==> config.mk <==
export PLATFORM = sky130hd
export DESIGN_NAME = bus_trace
export DESIGN_NICKNAME = d
export VERILOG_FILES = /design/src/rtl/bus_trace_pkg.sv /design/src/rtl/trace_fifo.sv /design/src/rtl/bus_trace.sv
export SDC_FILE = /design/constraint.sdc
export NUM_CORES = 1
export LEC_CHECK = 0
export ABC_AREA = 0
export ABC_CLOCK_PERIOD_IN_PS = 5200
export CORE_UTILIZATION = 61
export CTS_BUF_LIST = sky130_fd_sc_hd__clkbuf_8
export DETAILED_ROUTE_END_ITERATION = 8
export PLACE_DENSITY = 0.82
export SETUP_SLACK_MARGIN = 0.15
export SLEW_MARGIN = 20
export SYNTH_ARGS = -nofsm -noshare
export SYNTH_HDL_FRONTEND = slang
export SYNTH_HIERARCHICAL = 1
export SYNTH_SLANG_ARGS = --single-unit
==> constraint.sdc <==
create_clock -name clk -period 5.2 [get_ports clk]
set_clock_uncertainty 0.15 [all_clocks]
set_input_delay 1.04 -clock clk [delete_from_list [all_inputs] [get_ports clk]]
set_output_delay 1.04 -clock clk [all_outputs]
set_load 0.01 [all_outputs]
==> src/rtl/bus_trace_pkg.sv <==
// ============================================================================
// Module  : bus_trace_pkg
// Purpose : Shared phase encoding, fetch record layout and field widths.
// Rev     : 1.0
// ============================================================================
`default_nettype none

package bus_trace_pkg;

  localparam int ADDR_W = 12;
  localparam int OP_W   = 8;

  typedef enum logic [2:0] {
    PH_A1 = 3'd0,
    PH_A2 = 3'd1,
    PH_A3 = 3'd2,
    PH_M1 = 3'd3,
    PH_M2 = 3'd4,
    PH_X1 = 3'd5,
    PH_X2 = 3'd6,
    PH_X3 = 3'd7
  } phase_e;

  typedef struct packed {
    logic [ADDR_W-1:0] addr;
    logic [OP_W-1:0]   opcode;
  } rec_t;

endpackage

`default_nettype wire

==> src/rtl/trace_fifo.sv <==
// ============================================================================
// Module  : trace_fifo
// Purpose : Fetch record FIFO with a registered head; the head holds its last
//           value while empty.
// Rev     : 1.0
// ============================================================================
`default_nettype none

module trace_fifo
  import bus_trace_pkg::*;
#(
  parameter int DEPTH = 8
) (
  input  logic clk,
  input  logic rst_n,
  input  logic i_push,
  input  rec_t i_data,
  input  logic i_pop,
  output rec_t o_data,
  output logic o_full,
  output logic o_empty
);

  localparam int AW = $clog2(DEPTH);

  rec_t          r_mem [DEPTH];
  rec_t          r_head;
  logic [AW-1:0] r_wr_ptr;
  logic [AW-1:0] r_rd_ptr;
  logic [AW:0]   r_count;
  logic [AW-1:0] w_rd_nxt;
  logic          w_do_push;
  logic          w_do_pop;

  assign o_full    = (r_count == (AW+1)'(DEPTH));
  assign o_empty   = (r_count == '0);
  assign w_do_pop  = i_pop && !o_empty;
  // A full FIFO still accepts a push when the same edge frees a slot.
  assign w_do_push = i_push && (!o_full || w_do_pop);
  assign w_rd_nxt  = r_rd_ptr + AW'(1);
  assign o_data    = r_head;

  always_ff @(posedge clk) begin
    if (w_do_push) r_mem[r_wr_ptr] <= i_data;
  end

  always_ff @(posedge clk or negedge rst_n) begin
    if (!rst_n) begin
      r_wr_ptr <= '0;
      r_rd_ptr <= '0;
      r_count  <= '0;
      r_head   <= '0;
    end else begin
      if (w_do_push) r_wr_ptr <= r_wr_ptr + AW'(1);
      if (w_do_pop)  r_rd_ptr <= w_rd_nxt;
      case ({w_do_push, w_do_pop})
        2'b10:   r_count <= r_count + (AW+1)'(1);
        2'b01:   r_count <= r_count - (AW+1)'(1);
        default: r_count <= r_count;
      endcase
      // Head tracks the oldest entry; it is left untouched when draining to empty.
      if (w_do_pop) begin
        if (r_count > (AW+1)'(1)) r_head <= r_mem[w_rd_nxt];
        else if (w_do_push)       r_head <= i_data;
      end else if (o_empty && w_do_push) begin
        r_head <= i_data;
      end
    end
  end

endmodule

`default_nettype wire

==> src/rtl/bus_trace.sv <==
// ============================================================================
// Module  : bus_trace
// Purpose : Tracks the 8-clock CPU instruction phase from SYNC and captures
//           {address, opcode} fetch records into a FIFO.
// Rev     : 1.0
// ============================================================================
`default_nettype none

module bus_trace
  import bus_trace_pkg::*;
#(
  parameter int DEPTH = 8
) (
  input  logic              clk,
  input  logic              rst_n,
  input  logic              i_sync,
  input  logic [3:0]        i_data,
  input  logic              i_clear,
  output logic              o_rec_valid,
  input  logic              i_rec_ready,
  output logic [ADDR_W-1:0] o_rec_addr,
  output logic [OP_W-1:0]   o_rec_opcode,
  output logic              o_overflow,
  output logic              o_sync_err,
  output logic [31:0]       o_cycle_count
);

  phase_e            r_phase;
  phase_e            w_phase_nxt;
  logic              r_locked;
  logic [ADDR_W-1:0] r_addr;
  logic [3:0]        r_op_hi;
  logic              r_overflow;
  logic              r_sync_err;
  logic [31:0]       r_cycle_count;

  logic w_push;
  logic w_pop;
  logic w_full;
  logic w_empty;
  logic w_sync_err;
  rec_t w_rec;
  rec_t w_head;

  always_ff @(posedge clk or negedge rst_n) begin
    if (!rst_n) r_phase <= PH_A1;
    else        r_phase <= w_phase_nxt;
  end

  always_comb begin
    w_phase_nxt = phase_e'(r_phase + 3'd1);
    if (i_sync) w_phase_nxt = PH_A1;
  end

  // A sync anywhere inside the cycle aborts it, so only an undisturbed M2 pushes.
  assign w_push     = r_locked && !i_sync && (r_phase == PH_M2);
  assign w_sync_err = r_locked && i_sync && (r_phase != PH_X3);
  assign w_rec      = {r_addr, r_op_hi, i_data};
  assign w_pop      = !w_empty && i_rec_ready;

  always_ff @(posedge clk or negedge rst_n) begin
    if (!rst_n) begin
      r_locked <= 1'b0;
      r_addr   <= '0;
      r_op_hi  <= '0;
    end else begin
      if (i_sync) r_locked <= 1'b1;
      if (r_locked && !i_sync) begin
        case (r_phase)
          PH_A1:   r_addr[3:0]  <= i_data;
          PH_A2:   r_addr[7:4]  <= i_data;
          PH_A3:   r_addr[11:8] <= i_data;
          PH_M1:   r_op_hi      <= i_data;
          default: ;
        endcase
      end
    end
  end

  always_ff @(posedge clk or negedge rst_n) begin
    if (!rst_n) begin
      r_overflow    <= 1'b0;
      r_sync_err    <= 1'b0;
      r_cycle_count <= '0;
    end else if (i_clear) begin
      r_overflow    <= 1'b0;
      r_sync_err    <= 1'b0;
      r_cycle_count <= '0;
    end else begin
      if (w_push)                     r_cycle_count <= r_cycle_count + 32'd1;
      if (w_push && w_full && !w_pop) r_overflow    <= 1'b1;
      if (w_sync_err)                 r_sync_err    <= 1'b1;
    end
  end

  trace_fifo #(
    .DEPTH (DEPTH)
  ) u_fifo (
    .clk     (clk),
    .rst_n   (rst_n),
    .i_push  (w_push),
    .i_data  (w_rec),
    .i_pop   (w_pop),
    .o_data  (w_head),
    .o_full  (w_full),
    .o_empty (w_empty)
  );

  assign o_rec_valid   = !w_empty;
  assign o_rec_addr    = w_head.addr;
  assign o_rec_opcode  = w_head.opcode;
  assign o_overflow    = r_overflow;
  assign o_sync_err    = r_sync_err;
  assign o_cycle_count = r_cycle_count;

endmodule

`default_nettype wire
# After elaboration in Yosys (flattened, before gate mapping)
# Memory sizes are Yosys's and may differ from the RTL's.
# Index checks and enable logic that the tools add are counted.
dict set report word_totals {
  register_bits 84
  ramBits 160
  inputBits 9
  out_inout_bits 55
  word_cells 72
  mem_count 1
}
# name words width rd rd_ports_with_merged_regs write_ports line
set memory_table {}
lappend memory_table {u_fifo.r_mem 8 20 1 0 1 trace_fifo.sv:26} ;# rec_t r_mem [DEPTH];
dict set report classes {
  add_sub_neg 6
  n_lt_le_gt_ge 1
  n_eq_ne 9
  muxes 14
  reduce_logical 27
}
# cell count
set ops {}
lappend ops {{two-way mux 20 bit} 4}
lappend ops {{two-way mux 32 bit} 2}
lappend ops {{adder 32 x 1 -> 32 bit (second input constant)} 1}
lappend ops {{logical AND 1 bit} 10}
lappend ops {{AND reduction 2 bit} 5}
lappend ops {{nonzero test 2 bit} 5}
lappend ops {{adder 3 x 1 -> 3 bit (second input constant)} 3}
lappend ops {{one-hot mux 4 bit (2 select lines)} 1}
lappend ops {{equality test 3 x 2 -> 1 bit (second input constant)} 2}
lappend ops {{two-way mux 1 bit} 6}
lappend ops {{adder 4 x 1 -> 4 bit (second input constant)} 1}
lappend ops {{equality test 4 bit (second input constant)} 1}
lappend ops {{greater-than comparator 4 x 1 -> 1 bit (second input constant)} 1}
lappend ops {{logical NOT 1 bit} 4}
lappend ops {{logical NOT 4 bit} 1}
lappend ops {{subtractor 4 x 1 -> 4 bit (second input constant)} 1}
lappend ops {{equality test 3 x 1 -> 1 bit (second input constant)} 1}
lappend ops {{equality test 3 bit (second input constant)} 1}
lappend ops {{logical NOT 3 bit} 1}
lappend ops {{two-way mux 3 bit} 1}
lappend ops {{inequality test 3 x 2 -> 1 bit (second input constant)} 1}
lappend ops {{inequality test 3 bit (second input constant)} 1}
lappend ops {{equality test 2 x 1 -> 1 bit (second input constant)} 1}
lappend ops {{equality test 2 bit (second input constant)} 1}
lappend ops {{logical OR 1 bit} 1}

# Longest topological paths before layout
# Gate-level depths: netlist of the first run.
dict set report logic_depth {
  depth_word 9
  ltp_mapped 12
  ltp_nobuf 11
}

# Cells and area by module
# Netlist of the first run, hierarchy kept.
# module n_inst cells_each area_each_um2 seq_area_each_um2
set modules_own_cells {}
lappend modules_own_cells {trace_fifo 1 494 7663.6 5555.3}
lappend modules_own_cells {bus_trace 1 223 2523.7 1351.3}

# Worst setup path before layout of the first run
# OpenSTA, ideal clock, no wires.
dict set report synth_path {
  path_type {input-to-reg}
  start {input i_sync}
  end {memory u_fifo/r_mem[0][0] (netlist bit) (enable)}
  setup_time_ns 0.422
  arrival_ns 3.627
  required_time_ns 4.628
  setup_slack_ns 1.000
  stages 7
  n_path_buf 2
  path_cell_list {buf_6 > nand4b_4 > inv_1 > clkbuf_1 > o31a_1 > nand2b_1 > nor3_1}
}
dict set report synth_via {
  elab_chain_cells 6
}
# element line
set synth_rtl {}
lappend synth_rtl {{start, declared} bus_trace.sv:16} ;# input logic i_sync,
lappend synth_rtl {{logical NOT 1 bit} bus_trace.sv:56} ;# assign w_push = r_locked && !i_sync && (r_phase == PH_M2);
lappend synth_rtl {{logical AND 1 bit (2 in series)} bus_trace.sv:56}
lappend synth_rtl {{via w_push} bus_trace.sv:37} ;# logic w_push;
lappend synth_rtl {{logical AND 1 bit} trace_fifo.sv:39} ;# assign w_do_push = i_push && (!o_full || w_do_pop);
lappend synth_rtl {{two-way mux 1 bit} trace_fifo.sv:44} ;# if (w_do_push) r_mem[r_wr_ptr] <= i_data;
lappend synth_rtl {{two-way mux 1 bit (not written as such)} trace_fifo.sv:44}
lappend synth_rtl {{end, declared} trace_fifo.sv:26}
# The timed path passes the listed nets, and every way through them passes these cells.

# Worst setup path in the final report of the first run
dict set report layout_path {
  start {register u_fifo.r_count[1]}
  end {output o_rec_valid}
}
dict set report layout_via {
  elab_chain_cells 2
}
# element line
set layout_rtl {}
lappend layout_rtl {{start, declared} trace_fifo.sv:30} ;# logic [AW:0] r_count;
lappend layout_rtl {{start signal, assigned} trace_fifo.sv:57} ;# 2'b10: r_count <= r_count + (AW+1)'(1);
lappend layout_rtl {{start signal, assigned} trace_fifo.sv:58} ;# 2'b01: r_count <= r_count - (AW+1)'(1);
lappend layout_rtl {{start signal, assigned} trace_fifo.sv:59} ;# default: r_count <= r_count;
lappend layout_rtl {{logical NOT 4 bit} trace_fifo.sv:36} ;# assign o_empty = (r_count == '0);
lappend layout_rtl {{via w_empty} bus_trace.sv:40} ;# logic w_empty;
lappend layout_rtl {{logical NOT 1 bit} bus_trace.sv:109} ;# assign o_rec_valid = !w_empty;
lappend layout_rtl {{end, declared} bus_trace.sv:19} ;# output logic o_rec_valid,
# The timed path passes the listed nets, and every way through them passes these cells.

==> summary.md, run 1 <==
| Metric | Value |
|---|---|
| Outcome | complete, no violations |
| Library cell with the largest summed area after synthesis | edfxtp_1 |
| Critical Path Source Type | flop |
| Area occupied by registers | 6910 sq um |
| 1st-iter DRT viols | 558 |
| Vert. Die Dim | 131 um |
| Antenna violations before repair | 0 |
| H-tree levels | 2 |
| Hold Path Class | flop to flop |
| Post-synthesis mux area share | 9.85% |
| Maximum buffer depth of the clock tree | 3 |
| Post-layout min period | 3.62 ns |
| Antenna Diode Count | 0 |
| Sequential power share | 41.5% |
| Met1 Resource Use GR | 33.7% |
| Max rail drop VDD | 355 uV |
| Flop and latch count out of synthesis | 244 |
| Maximum fanout along the worst path | 7 |
| Combined global-route utilization of all metal layers | 25.6% |
| Critical R2R Launch | u_fifo/r_count[1]$_DFFE_PN0P_ |
| Share of post-route cells with drive strength above 1 | 12.9% |
| P_leak | 4.57 nW |
| Number of enable-type register cells in the synthesized netlist | 160 |
| Hold Path End | r_phase[0]$_DFF_PN0_ |
| XOR/XNOR share of the synthesized area | 2.92% |
| Share of total power consumed by net switching | 33.7% |
| Internal Pwr Total | 4.10 mW |
| Routed len/inst | 20.2 um |
| Crit path kind | flop to output pin |
| Total of buffers placed on input and output ports | 63 |
| Total via count in the routed design | 6,278 |
| Worst EP required | 4.01 ns |
| # setup viols final | 0 |
| Maxcap violations | 0 |
| CTS resizes | 0 |
| Maximum frequency from static timing analysis | 277 MHz |
| Combined area of all synthesized cells | 10,200 sq um |
| Clock edge transition at the registers on the reported setup and hold paths | 0.06 ns |
| Async set-reset flop share out of synthesis | 34.4% |
| Core region area | 16,100 sq um |
| DRC Markers | 0 |
| Number of sinks on the clock net | 244 |
| Average size of a mapped cell | 14.2 sq um |
| Post-synth top cells | 160 x edfxtp_1, 84 x dfrtp_1, 80 x mux2i_1 |
| Initial Utilization | 63.2% |
| Root buf cell | clkbuf_8 |
| Flip-flop cell with the highest count after synthesis | edfxtp_1 |
| Share of the core filled with cells in the final layout | 73.4% |
| Layout fillers | 983 |
| Busiest metal layer after global routing | met2 |
| Die Footprint | 17,200 sq um |
| Global-route wire length before repair | 34.0 mm |
| Total half-perimeter wirelength after legalization and detailed placement | 12.9 mm |
| Instance count of the mapped netlist | 717 |
| Share of synthesized cell area in full adder, half adder and majority cells | 1.57% |
| Multi-input gate area | 3090 sq um |
| Final Wtd Congestion | 0.780 |
| Largest net degree at the start of global routing | 55 |
| Synthesized netlist net count | 738 |
| Fraction of synthesized cell area taken by the top area cell type | 47.2% |
| Detailed-router iteration count before antenna repair | 6 |
| Critical path endpoint category | output pin |
| Worst setup slack for register-to-register paths | 1.88 ns |
| Number of vias per cell | 5.98 |
| Die X-Extent | 131 um |
| Area growth from synthesis to layout | 16.1% |
| Power density over the cells | 523 nW/um^2 |
| Standard-cell rows | 46 |
| Met2 usage in global routing | 42.2% |
| Fin Setup TNS | 0 ns |
| Actual transition at the worst max-transition pin | 1.01 ns |
| Hold path start | r_phase[0]$_DFF_PN0_ |
| Wirelength, routed | 21.2 mm |
| Combinational cell fraction of total power | 33.4% |
| Sum of overflow across all layers after global routing | 0 |
| Via count of the first global-routing pass | 6,465 |
| Hold Path Depth | 1 |
| Buffers inserted by post-CTS timing repair | 0 |
| Final Slew Violations | 0 |
| Dominant cell by count in the synthesized netlist | edfxtp_1 |
| Remaining max-slew budget at the tightest pin | 32.5% |
| Power spent charging and discharging nets | 2.09 mW |
| CTS tree | done |
| Share of the clock period used by the worst path | 69.5% |
| Number of I/O pins | 64 |
| Synth area leaders | edfxtp_1 47%, dfrtp_1 21%, mux2i_1 7.9% |
| Portion of the post-synthesis area used by sequential elements | 67.8% |
| Clock power share | 25.1% |
| Fin nets | 825 |
| Worst flop-to-flop path endpoint | u_fifo/o_data[6]$_DFFE_PN0P_ |
| Met3 Use GR | 5.25% |
| Largest family of logic cells by synthesized area | multiplexers |
| TritonCTS buffer count | 39 |
| Final Hold Viols | 0 |
| Arrival time at the worst endpoint | 2.43 ns |
| Worst-Skew Late Latency | 0.52 ns |
| Number of warnings reported in the yosys synthesis log | 6 |
| Setup repair after global routing missed its margin | no |
| Count of hold buffers inserted by post-cts repair | 0 |
| Post-route ant nets | 0 |
| Share of synthesized cell area in and, or, nand and nor gates | 9.54% |
| Share of the synthesized area in compound gates (AO/OA/AOI/OAI) | 5.97% |
| Logic depth of the worst register-to-register path | 12 |
| Library cells used by synthesis | 48 |
[state kept, by name, summed over array words and instances, names as in the netlist]
| register | flops |
|---|---|
| o_cycle_count | 32 |
| o_overflow | 1 |
| o_sync_err | 1 |
| r_addr | 12 |
| r_locked | 1 |
| r_op_hi | 4 |
| r_phase | 3 |
| u_fifo/o_data | 20 |
| u_fifo/r_count | 4 |
| u_fifo/r_mem | 160 |
| u_fifo/r_rd_ptr | 3 |
| u_fifo/r_wr_ptr | 3 |
[critical path, cell delays in order, from the launching register on]
cell	delay, ns
dfrtp_1	0.43
inv_1	0.15
ha_1	0.30
nor2b_2	0.28
nand2_2	0.12
inv_2	0.11
inv_1	0.05
clkdlybuf4s50_1	0.47
[worst max path at each step]
stage / start / endpoint / slack [ns] / cells past startpoint
detailed placement: i_sync / u_fifo/r_mem[0][16]$_DFFE_PP_ / 1.44 / 7
CTS: u_fifo/r_count[1]$_DFFE_PN0P_ / o_rec_valid / 1.58 / 7
finish: u_fifo/r_count[1]$_DFFE_PN0P_ / o_rec_valid / 1.58 / 7
floorplan: i_sync / u_fifo/r_mem[0][0]$_DFFE_PP_ / 1.00 / 7
global route: u_fifo/r_count[1]$_DFFE_PN0P_ / o_rec_valid / 1.50 / 7
global placement: i_sync / u_fifo/r_mem[0][16]$_DFFE_PP_ / 1.58 / 7
[power by group through the flow]
| stage | Combinational, mW | Clock, mW | Sequential [mW] |
|---|---|---|---|
| after floorplan | 1.51 | 0 | 2.55 |
| after global placement | 1.99 | 0 | 2.58 |
| after detailed placement | 2.06 | 0 | 2.61 |
| after CTS | 2.06 | 1.58 | 2.57 |
| after global routing | 2.21 | 1.67 | 2.60 |
| final | 2.06 | 1.55 | 2.57 |
[cell usage in the layout (no fill, tap or decap), types with 4 or more instances in the layout]
cell type / n
or3_1: 4
buf_4: 20
a31oi_1: 21
o21ai_0: 8
nand2b_1: 4
mux2i_1: 80
inv_1: 26
nor2_1: 65
xor2_1: 26
a21oi_1: 11
clkdlybuf4s50_1: 62
clkbuf_8: 46
ha_1: 11
dfrtp_1: 84
edfxtp_1: 160
nand4_1: 12
mux2_2: 17
a22oi_1: 40
nor2b_1: 4
clkinv_2: 4
nand3_1: 28
xnor2_1: 8
nand2_1: 43
and4_1: 5
[logic make-up (layout without fill, tap and decap cells)]
logic type      Yosys count  count (layout)
flops                   244             244
simple gates            193             193
mux                      98              98
compound gates           89              89
buf+inv                  46             163
xor+xnor                 34              34
fa+ha+maj                13              13
[through the flow]
| step | std cells | total power, mW | hold WS [ns] | cell area, sq um | worst slack, ns |
|---|---|---|---|---|---|
| 2_1_floorplan | 717 | 4.07 | 0.305 | 10200 | 1.00 |
| 3_3_place_gp | 979 | 4.57 | 0.331 | 11100 | 1.58 |
| 3_5_place_dp | 979 | 4.66 | 0.354 | 11100 | 1.44 |
| 4_1_cts | 1050 | 6.21 | 0.366 | 11800 | 1.58 |
| 5_1_grt | 1050 | 6.48 | 0.397 | 11800 | 1.50 |
| 6_report | 1050 | 6.19 | 0.355 | 11800 | 1.58 |
[final cells by class]
cell class,count,area share [%]
inverter,10,0.317
clock inverter,25,1.06
timing repair buffer,82,6.52
clock buffer,46,5.35
multi-input combinational,427,26.1
sequential,244,58.4
tap,216,2.28
[per-layer routing]
metal	vias up	wire length (um)
li1	2852	-
met1	3143	8740
met2	239	10700
met3	44	1420
met4	0	430
met5	-	0
(Power assumes the default switching activity.)
==> run 2: changes to the inputs <==
--- a/config.mk
+++ b/config.mk
@@ -6,11 +6,11 @@
 export NUM_CORES = 1
 export LEC_CHECK = 0
 export ABC_AREA = 0
-export ABC_CLOCK_PERIOD_IN_PS = 5200
-export CORE_UTILIZATION = 61
+export ABC_CLOCK_PERIOD_IN_PS = 2900
+export CORE_UTILIZATION = 55
 export CTS_BUF_LIST = sky130_fd_sc_hd__clkbuf_8
 export DETAILED_ROUTE_END_ITERATION = 8
-export PLACE_DENSITY = 0.82
+export PLACE_DENSITY = 0.78
 export SETUP_SLACK_MARGIN = 0.15
 export SLEW_MARGIN = 20
 export SYNTH_ARGS = -nofsm -noshare
==> constraint.sdc (replaced) <==
create_clock -name clk -period 2.9 [get_ports clk]
set_clock_uncertainty 0.15 [all_clocks]
set_input_delay 0.58 -clock clk [delete_from_list [all_inputs] [get_ports clk]]
set_output_delay 0.58 -clock clk [all_outputs]
set_load 0.01 [all_outputs]
==> summary.md, run 2 (same netlist as run 1, synthesis figures left out) <==
| Metric | Value |
|---|---|
| Combined global-route utilization of all metal layers | 23.0% (-2.5 points) |
| Share of total power consumed by net switching | 33.1% (-0.60 points) |
| Largest register FFs | 160 (unchanged) |
| Worst EP required | 2.17 ns (-1.84 ns) |
| Number of vias per cell | 5.88 (-1.6%) |
| Total of buffers placed on input and output ports | 63 (unchanged) |
| Largest net degree at the start of global routing | 49 (-11%) |
| Core region area | 18,100 sq um (+12%) |
| Internal Pwr Total | 7.83 mW (+91%) |
| Delay of the slowest critical-path stage | 0.45 ns (-0.02 ns) |
| Maximum frequency from static timing analysis | 375 MHz |
| Antenna Diode Count | 0 (unchanged) |
| Hold Path Class | flop to flop |
| Antenna violations before repair | 0 (unchanged) |
| Commonest non-fill, non-tap cells in the layout | 160 x edfxtp_1, 82 x dfrtp_1, 80 x mux2i_1, 61 x nor2_1, 61 x clkdlybuf4s50_1 |
| Sequential power share | 39.4% (-2.1 points) |
| P_leak | 4.68 nW (+2.3%) |
| Share of post-route cells with drive strength above 1 | 16.2% (+3.3 points) |
| Final Wtd Congestion | 0.812 (+4.1%) |
| Critical path endpoint category | output pin |
| Power spent charging and discharging nets | 3.88 mW (+86%) |
| # setup viols final | 0 (unchanged) |
| Post-layout min period | 2.66 ns |
| Setup repair after global routing missed its margin | no |
| Vert. Die Dim | 138 um (+5.2%) |
| Register with the most flip-flops | u_fifo/r_mem |
| Total half-perimeter wirelength after legalization and detailed placement | 13.2 mm (+2.1%) |
| Remaining max-slew budget at the tightest pin | 61.5% (+29 points) |
| Arrival time at the worst endpoint | 1.93 ns (-0.50 ns) |
| Total via count in the routed design | 6,347 (+1.1%) |
| Maximum buffer depth of the clock tree | 3 (unchanged) |
| Area post-placement | 11,300 sq um (+2.4%) |
| Largest delay share family, worst path | buffers and inverters |
| TritonCTS buffer count | 40 (+2.6%) |
| Routed len/inst | 19.8 um (-1.9%) |
| Maximum fanout along the worst path | 7 (unchanged) |
| Number of non-filler instances in the completed layout | 1,079 (+2.8%) |
| Number of sinks on the clock net | 244 (unchanged) |
| Wirelength, routed | 21.4 mm (+0.78%) |
| CTS tree | done |
| Share of the clock period used by the worst path | 91.9% |
| Combinational cell fraction of total power | 33.5% (about the same) |
| DRC Markers | 4 (+4) |
| Commonest non-fill, non-tap cell in the layout | edfxtp_1 |
| Initial Utilization | 56.3% (-6.9 points) |
| Sum of overflow across all layers after global routing | 0 (unchanged) |
| Worst-Skew Late Latency | 0.53 ns (about the same) |
| List of cells traversed by the critical path | inv_2 > ha_4 > nor2b_4 > nand2_2 > inv_2 > inv_1 > dlygate4sd2_1 |
| Die X-Extent | 138 um (+5.2%) |
| Layout fillers | 1,201 (+22%) |
| Maxcap violations | 0 (unchanged) |
| Outcome | finished with violations |
| Fin nets | 839 (+1.7%) |
| Worst Path Buf+Inv | 4 (unchanged) |
| Hold_ws | 0.341 ns (-0.0145 ns) |
| 1st-iter DRT viols | 392 (-30%) |
| Die Footprint | 19,100 sq um (+11%) |
| Fin Setup TNS | 0 ns (unchanged) |
| H-tree levels | 2 (unchanged) |
| Post-layout instance area | 12,200 sq um (+3.3%) |
| Detailed-router iteration count before antenna repair | 7 (+1) |
| Count of placed standard cells including taps | 1,003 (+2.5%) |
| Worst-case setup margin in the final layout | 0.236 ns (-1.35 ns) |
| Root buf cell | clkbuf_8 |
| Global-route wire length before repair | 34.3 mm (+0.69%) |
| Power, Total | 11.7 mW (+89%) |
| Number of I/O pins | 64 (unchanged) |
| Actual transition at the worst max-transition pin | 0.576 ns (-0.435 ns) |
| Standard-cell rows | 49 (+6.5%) |
| Post-route ant nets | 0 (unchanged) |
| Max rail drop VDD | 497 uV (+40%) |
| Cell with the largest stage delay on the worst path | dfrtp_2 |
| Area growth from synthesis to layout | 19.9% |
| Via count of the first global-routing pass | 6,599 (+2.1%) |
| Clock power share | 27.1% (+2.0 points) |
| Clock edge transition at the registers on the reported setup and hold paths | 0.06 ns (about the same) |
| Share of the core filled with cells in the final layout | 67.6% (-5.8 points) |
| Final Hold Viols | 0 (unchanged) |
| Crit path kind | flop to output pin |
| Critical Path Source Type | flop |
| Placement Setup Slack | 0.184 ns (-1.26 ns) |
| Violated checks | design-rule violations |
| Power density over the cells | 959 nW/um^2 (+83%) |
| Final Slew Violations | 0 (unchanged) |
| Most repeated library cell on the critical path | inv_2 |
[run 2: cell count changes in the layout (fill, tap and decap cells not counted), sizes merged]
cell / change
buf: +12
bufinv: +4
clkbuf: -2
clkdlybuf4s50: -1
clkinv: +8
clkinvlp: +1
dlygate4sd2: +1
dlygate4sd3: +1
inv: -8
[run 2: path summary, 6_finish.rpt]
check | start | to | slack [ns] | cells after the start
worst max-delay path | u_fifo/r_count[0]$_DFFE_PN0P_ | o_rec_valid | 0.24 | 7
max in group asynchronous | rst_n | o_cycle_count[29]$_DFFE_PN0P_ | 1.49 | 3
min in group asynchronous | rst_n | u_fifo/o_data[19]$_DFFE_PN0P_ | 0.45 | 2
worst min-delay path | r_phase[0]$_DFF_PN0_ | r_phase[0]$_DFF_PN0_ | 0.34 | 1
worst min register to register | r_phase[0]$_DFF_PN0_ | r_phase[0]$_DFF_PN0_ | 0.34 | 1
worst max register to register | u_fifo/r_count[0]$_DFFE_PN0P_ | u_fifo/r_mem[1][2]$_DFFE_PP_ | 0.42 | 10
[run 2: what timing repair did]
action / CTS / global route
hold endpoints to repair: 36 / 0
resized for setup: 5 / 0
hold buffers: 1 / 0
endpoints found under the setup margin: 1 / 0
buffers inserted: 1 / 0
[run 2: routing by layer]
layer	track usage (%)	up-vias	share of wire, %
met4	9.82	0	2.7
met1	28.9	3179	41
met3	4.23	37	6.0
met2	39.6	249	50
li1	-	2882	-
met5	0	-	0
[run 2: layout make-up]
type / instances / area [sq um] / area share (%)
sequential: 244 / 6910 / 56.5
multi-input combinational: 427 / 3130 / 25.6
timing repair buffer: 95 / 982 / 8.04
clock buffer: 44 / 606 / 4.96
tap: 229 / 287 / 2.34
clock inverter: 30 / 262 / 2.14
inverter: 10 / 42.5 / 0.348
[run 2: power groups by stage]
stage | sequential, mW | clock [mW] | combinational (mW)
finish | 4.61 | 3.18 | 3.92
global route | 4.67 | 3.37 | 4.19
CTS | 4.62 | 3.24 | 3.89
floorplan | 4.59 | 0 | 2.76
detailed placement | 4.68 | 0 | 3.85
global placement | 4.65 | 0 | 3.73
[run 2: worst register-to-register path: stages (launching register included)]
cell and delay (ns):
dfrtp_2 0.42, inv_2 0.07, ha_4 0.18, nor2b_4 0.14, nand2_2 0.10, inv_2 0.07, nor2b_4 0.14, o31a_1 0.32
nand2_2 0.17, nor3_4 0.22, buf_12 0.19
